## config.mk

```make
export PLATFORM = sky130hd
export DESIGN_NAME = fifo_stream_reader_flat
export DESIGN_NICKNAME = d
export VERILOG_FILES = /design/src/rtl/fifo_stream_reader_pkg.sv /design/src/rtl/fifo_stream_reader_if.sv /design/src/rtl/fifo_out_buf.sv /design/src/rtl/fifo_stream_reader.sv /design/src/flat_wrapper.sv
export VERILOG_INCLUDE_DIRS = /design/src /design/src/rtl
export SDC_FILE = /design/constraint.sdc
export NUM_CORES = 1
export LEC_CHECK = 0
export CAP_MARGIN = 20
export CORE_MARGIN = 10
export CORE_UTILIZATION = 33
export DETAILED_ROUTE_END_ITERATION = 7
export HOLD_SLACK_MARGIN = 0.03
export PLACE_DENSITY = 0.58
export SETUP_SLACK_MARGIN = 0.5
export SYNTH_ARGS = -nofsm -noshare
export SYNTH_HDL_FRONTEND = slang
export SYNTH_SLANG_ARGS = --single-unit
export TNS_END_PERCENT = 30
```

## constraint.sdc

```tcl
create_clock -name clk -period 8.2 [get_ports clk]
set_clock_uncertainty 0.05 [all_clocks]
set_input_delay 0.82 -clock clk [delete_from_list [all_inputs] [get_ports clk]]
set_output_delay 0.82 -clock clk [all_outputs]
set_load 0.01 [all_outputs]
```

## src/rtl/fifo_defs.sv

```systemverilog
// Shared FIFO build constants, included by both the stream reader and the FIFO RAM.
// Guarded so the file can appear in a file list and still be included elsewhere.
`ifndef FIFO_DEFS_SV
`define FIFO_DEFS_SV

`define FIFO_BWIDTH     8
`define FIFO_CNTW       16
`define FIFO_RD_LATENCY 1

`endif

```

## src/rtl/fifo_stream_reader_pkg.sv

```systemverilog
// Types and constants shared by the FIFO stream reader, its output buffer and its interface.
`include "fifo_defs.sv"

package fifo_stream_reader_pkg;

   localparam int BWIDTH_DEF = `FIFO_BWIDTH;
   localparam int CNTW_DEF   = `FIFO_CNTW;
   localparam int RD_LATENCY = `FIFO_RD_LATENCY;
   localparam int BUF_DEPTH  = 2;

   typedef enum logic [1:0] {
      IDLE,
      FETCH,
      STREAM
   } state_t;

   // Buffered words outrank an outstanding read when naming the state.
   function automatic state_t nextState(input logic [2:0] occ, input logic readIssued);
      if (occ != 3'd0) begin
         return STREAM;
      end
      if (readIssued) begin
         return FETCH;
      end
      return IDLE;
   endfunction

endpackage

```

## src/rtl/fifo_stream_reader_if.sv

```systemverilog
// FIFO read port plus downstream valid/ready stream; master is the reader, slave the environment.
interface fifo_stream_reader_if #(
   parameter int BWIDTH = fifo_stream_reader_pkg::BWIDTH_DEF,
   parameter int CNTW   = fifo_stream_reader_pkg::CNTW_DEF
) ();

   logic              en;
   logic              fifo_empty;
   logic [BWIDTH-1:0] fifo_r_data;
   logic              fifo_r_en;
   logic              m_valid;
   logic              m_ready;
   logic [BWIDTH-1:0] m_data;
   logic [CNTW-1:0]   m_count;

   modport master (
      input  en,
      input  fifo_empty,
      input  fifo_r_data,
      input  m_ready,
      output fifo_r_en,
      output m_valid,
      output m_data,
      output m_count
   );

   modport slave (
      output en,
      output fifo_empty,
      output fifo_r_data,
      output m_ready,
      input  fifo_r_en,
      input  m_valid,
      input  m_data,
      input  m_count
   );

endinterface

```

## src/rtl/fifo_out_buf.sv

```systemverilog
// Two-entry in-order output buffer; data_o always presents the oldest word.
module fifo_out_buf
   import fifo_stream_reader_pkg::*;
#(
   parameter int BWIDTH = BWIDTH_DEF
) (
   input  logic              clk,
   input  logic              rst_n,
   input  logic              push_i,
   input  logic              pop_i,
   input  logic [BWIDTH-1:0] data_i,
   output logic [BWIDTH-1:0] data_o,
   output logic [1:0]        occ_o
);

   logic [BWIDTH-1:0] head_q, head_d;
   logic [BWIDTH-1:0] tail_q, tail_d;
   logic [1:0]        occ_q, occ_d;
   logic              doPop;
   logic              doPush;

   // A simultaneous push and pop keeps occupancy; the new word lands behind whatever remains.
   always_comb begin
      doPop  = pop_i && (occ_q != 2'd0);
      doPush = push_i && ((occ_q != 2'd2) || doPop);
      head_d = head_q;
      tail_d = tail_q;
      occ_d  = occ_q;
      case ({doPush, doPop})
         2'b10: begin
            if (occ_q == 2'd0) begin
               head_d = data_i;
            end else begin
               tail_d = data_i;
            end
            occ_d = occ_q + 2'd1;
         end
         2'b01: begin
            head_d = tail_q;
            occ_d  = occ_q - 2'd1;
         end
         2'b11: begin
            if (occ_q == 2'd1) begin
               head_d = data_i;
            end else begin
               head_d = tail_q;
               tail_d = data_i;
            end
         end
         default: ;
      endcase
   end

   always_ff @(posedge clk or negedge rst_n) begin
      if (!rst_n) begin
         head_q <= '0;
         tail_q <= '0;
         occ_q  <= 2'd0;
      end else begin
         head_q <= head_d;
         tail_q <= tail_d;
         occ_q  <= occ_d;
      end
   end

   assign data_o = head_q;
   assign occ_o  = occ_q;

endmodule

```

## src/rtl/fifo_stream_reader.sv

```systemverilog
// Pulls words from a 1-cycle-latency FIFO and streams them out over valid/ready at up to
// one word per cycle, counting delivered words.
module fifo_stream_reader
   import fifo_stream_reader_pkg::*;
#(
   parameter int BWIDTH = BWIDTH_DEF,
   parameter int CNTW   = CNTW_DEF
) (
   input logic                  clk,
   input logic                  rst_n,
   fifo_stream_reader_if.master bus
);

   state_t            state_q, state_d;
   logic              inflight_q, inflight_d;
   logic              armed_q;
   logic [CNTW-1:0]   count_q, count_d;
   logic [1:0]        bufOcc;
   logic [BWIDTH-1:0] bufData;
   logic              pop;
   logic              readEn;
   logic [2:0]        occNext;

   assign pop = (state_q == STREAM) && bus.m_ready;

   // occNext is the buffer fill after this edge; a read may only go out if its word will fit.
   always_comb begin
      occNext    = {1'b0, bufOcc} + {2'b00, inflight_q} - {2'b00, pop};
      readEn     = armed_q && bus.en && !bus.fifo_empty &&
                   ((occNext + 3'(RD_LATENCY)) <= 3'(BUF_DEPTH));
      inflight_d = readEn;
      state_d    = nextState(occNext, readEn);
      count_d    = pop ? count_q + CNTW'(1) : count_q;
   end

   fifo_out_buf #(
      .BWIDTH (BWIDTH)
   ) u_buf (
      .clk    (clk),
      .rst_n  (rst_n),
      .push_i (inflight_q),
      .pop_i  (pop),
      .data_i (bus.fifo_r_data),
      .data_o (bufData),
      .occ_o  (bufOcc)
   );

   // armed_q holds off reads for the first cycle out of reset; clearing inflight_q drops any
   // word that was on its way back when reset hit.
   always_ff @(posedge clk or negedge rst_n) begin
      if (!rst_n) begin
         state_q    <= IDLE;
         inflight_q <= 1'b0;
         armed_q    <= 1'b0;
         count_q    <= '0;
      end else begin
         state_q    <= state_d;
         inflight_q <= inflight_d;
         armed_q    <= 1'b1;
         count_q    <= count_d;
      end
   end

   assign bus.fifo_r_en = readEn;
   assign bus.m_valid   = (state_q == STREAM);
   assign bus.m_data    = bufData;
   assign bus.m_count   = count_q;

endmodule
```

## src/flat_wrapper.sv

```systemverilog
// flat-port wrapper written by rule: the top's interface ports become plain ports
module fifo_stream_reader_flat import fifo_stream_reader_pkg::*;
#(
   parameter int BWIDTH = BWIDTH_DEF,
   parameter int CNTW   = CNTW_DEF
)
  (clk, rst_n, bus_en, bus_fifo_empty, bus_fifo_r_data, bus_m_ready, bus_fifo_r_en, bus_m_valid, bus_m_data, bus_m_count);
  fifo_stream_reader_if #(.BWIDTH(BWIDTH), .CNTW(CNTW)) bus_i ();
  input logic clk;
  input logic rst_n;
  input wire logic [$bits(bus_i.en)-1:0] bus_en;
  input wire logic [$bits(bus_i.fifo_empty)-1:0] bus_fifo_empty;
  input wire logic [$bits(bus_i.fifo_r_data)-1:0] bus_fifo_r_data;
  input wire logic [$bits(bus_i.m_ready)-1:0] bus_m_ready;
  output wire logic [$bits(bus_i.fifo_r_en)-1:0] bus_fifo_r_en;
  output wire logic [$bits(bus_i.m_valid)-1:0] bus_m_valid;
  output wire logic [$bits(bus_i.m_data)-1:0] bus_m_data;
  output wire logic [$bits(bus_i.m_count)-1:0] bus_m_count;
  assign bus_i.en = bus_en;
  assign bus_i.fifo_empty = bus_fifo_empty;
  assign bus_i.fifo_r_data = bus_fifo_r_data;
  assign bus_i.m_ready = bus_m_ready;
  assign bus_fifo_r_en = bus_i.fifo_r_en;
  assign bus_m_valid = bus_i.m_valid;
  assign bus_m_data = bus_i.m_data;
  assign bus_m_count = bus_i.m_count;
  fifo_stream_reader #(.BWIDTH(BWIDTH), .CNTW(CNTW)) u_core (.clk(clk), .rst_n(rst_n), .bus(bus_i));
endmodule
```

==> metrics <==
overall die area 8950 um^2; net count after synthesis 190; PwrDens 351 nW/um^2; dpl ws 2.92 ns; largest net degree at the start of global routing 39; placed instance area 2300 um^2; top post-synthesis cells by area dfrtp_1, xnor2_1, ha_1, mux2_2, nand2_1; routed len/inst 13.3 um; Post-DP HPWL 2.82 mm; fin. max-slew vios 0; Worst Tran Pin Value 0.848 ns; synthesized flop and latch total 38; # resized after CTS 0; internal power 0.569 mW; Mapped Cells 167; shortest period the worst path allows 5.22 ns; Sw Share 33.7%; commonest cells after routing, fill and taps aside dfrtp_1, clkdlybuf4s50_1, nand2_1; simple-gate area share of the yosys netlist 16.1%; Design Area, Final 2440 um^2; Reg power frac 35.2%; Pre-Repair DR Iteration Count 4; synth warn 0; setup total negative slack 0 ns; fin util 45.0%; unrepaired setup endpoints after global routing no; Clock Path Buffers 2; Post-CTS Hold Buffers 0; Post-DRT Antenna Nets 0; die height 94.6 um; Final Worst Setup Slack 2.98 ns; Worst Path Required 7.33 ns; xor/xnor share of the synthesized area 8.58%; Synth area leader dfrtp_1; min-delay worst type reg2reg; Netlist Area Pre-Place 1840 um^2; final period utilization 63.7%; Final Net Count 234; H-tree level count 2; DR DRC count 0; Worst VDD drop 0.000146 V; Area Overhead vs Synth 33.1%; CP Capture Type output port; row count 27; most common cell after layout, fill and taps aside dfrtp_1; Slew headroom 43.5%; IO Port Bufs 38; antenna cells 0; CP arrival 4.35 ns; CP Class in2out; Setup-failing EPs final 0; Initial Util 33.8%; fmax 191 MHz; fill count 528; Final Hold Viols 0; average size of a mapped cell 11.0 um^2; vias in the first global route 1302; count of cell types in the netlist 28; total track usage 9.07%; Pleak 1.03 nW; clock share of power 22.8%; antenna violations before repair 0; TritonCTS buffer count 5; via count 1322; Detailed Route WL 3.79 mm; CP startpoint kind input pin; CORE AREA 5440 um^2; status complete, no violations; Root Driver clkbuf_8; clock latency on the worst-skew pair 0.29 ns; register area share after synthesis 51.8%; max-cap violations 0; layout cell share with drive strength beyond 1 10.8%; first-pass GRT wire length 6.36 mm; CP Max Fanout 6; Ports 39; combinational share of power 42.0%; largest family of logic cells by synthesized area simple AND/OR/NAND/NOR gates; CTS sink cnt 38; NetSw 0.289 mW; Final GP Congestion 0.733; CTS tree done; setup bufs post-CTS 0; Compound-Gate Fraction of Synth Area 8.04%; Iter 0 DRT Violations 41; Avg Vias per Cell 4.65; Clock transition at path regs 0.07 ns; Synth top area share 51.8%; GRT overflow 0; die width 94.6 um; mux contribution to synthesized area 5.45%; Post-Synth Adder-Cell Area 7.22%
[cell type report]
type	instances	area (um^2)	share of cell area, %
multi-input combinational	116	837	34.2
inverter	11	41.3	1.69
sequential	38	951	38.9
timing repair buffer	39	383	15.7
tap	72	90.1	3.68
clock inverter	2	60.1	2.46
clock buffer	6	82.6	3.38
[path summary, 6_finish.rpt]
path,start,endpoint,slack (ns),depth (start not counted)
setup / recovery,bus_m_ready,bus_fifo_r_en,2.98,13
hold / removal,u_core.bus.m_count[15],u_core.bus.m_count[15],0.42,1
setup reg to reg,u_core.state_q[0],u_core.state_q[0],5.06,12
hold reg to reg,u_core.bus.m_count[15],u_core.bus.m_count[15],0.42,1
max in group asynchronous,rst_n,u_core.state_q[1],6.98,1
min in group asynchronous,rst_n,u_core.bus.m_count[3],0.59,1
[metal layers]
metal,vias up,part of all wire (%),global-route usage (%)
li1,660,-,-
met1,626,44,10.6
met2,29,47,14.2
met3,7,7.3,3.41
met4,0,1.7,4.74
met5,-,0,0
[power groups by stage]
stage                     combinational (mW)  clock (mW)  sequential, mW
after global placement                 0.361           0           0.305
after floorplan                        0.217           0           0.312
final                                  0.360       0.196           0.302
after CTS                              0.370       0.202           0.303
after global routing                   0.407       0.211           0.312
after detailed placement               0.366           0           0.306
[worst max-delay path: stages]
cell,delay (ns)
clkdlybuf4s50_1,0.55
nand3b_4,0.12
inv_2,0.14
ha_1,0.24
inv_1,0.05
ha_1,0.13
inv_1,0.04
fa_1,0.54
inv_1,0.06
ha_1,0.18
xnor2_1,0.12
a2111oi_0,0.67
clkdlybuf4s50_1,0.68
[registers in the layout, summed over array words and instances, names as in the netlist]
register and cells:
u_core.inflight_q 1, u_core.bus.m_count 16, u_core.u_buf.occ_o 2, u_core.state_q 2, u_core.u_buf.tail_q 8, u_core.u_buf.data_o 8, u_core.armed_q 1
[synthesized netlist by cell type]
cell	number
a2111oi_0	1
inv_2	1
a2111oi_4	1
nand3_1	5
nor2b_1	9
fa_1	1
nand3b_4	1
nand2b_1	1
nand2_1	23
dfrtp_1	38
xnor2_1	18
nor3_1	1
nand4b_1	1
nand4_1	6
and4bb_2	1
nor2_2	1
ha_1	9
a31oi_1	9
and3_1	1
mux2_2	8
nor2_1	5
o21ai_0	3
and2_1	1
inv_1	10
mux2i_1	1
a21oi_1	8
conb_1	1
clkbuf_1	2
[per-stage QoR]
step,total power [mW],hold slack [ns],std cells
3_3_place_gp,0.666,0.414,276
3_5_place_dp,0.673,0.419,276
4_1_cts,0.874,0.430,284
5_1_grt,0.931,0.463,284
2_1_floorplan,0.529,0.430,167
6_report,0.858,0.418,284
[kinds of logic after synthesis]
kind of cell | after synthesis
and+or+nand+nor | 56
buffers and inverters | 13
DFF | 38
xor gates and xnor gates | 18
other | 1
muxes | 9
AOI/OAI and AO/OA | 22
adders and majority gates | 10
(Power assumes the default switching activity.)
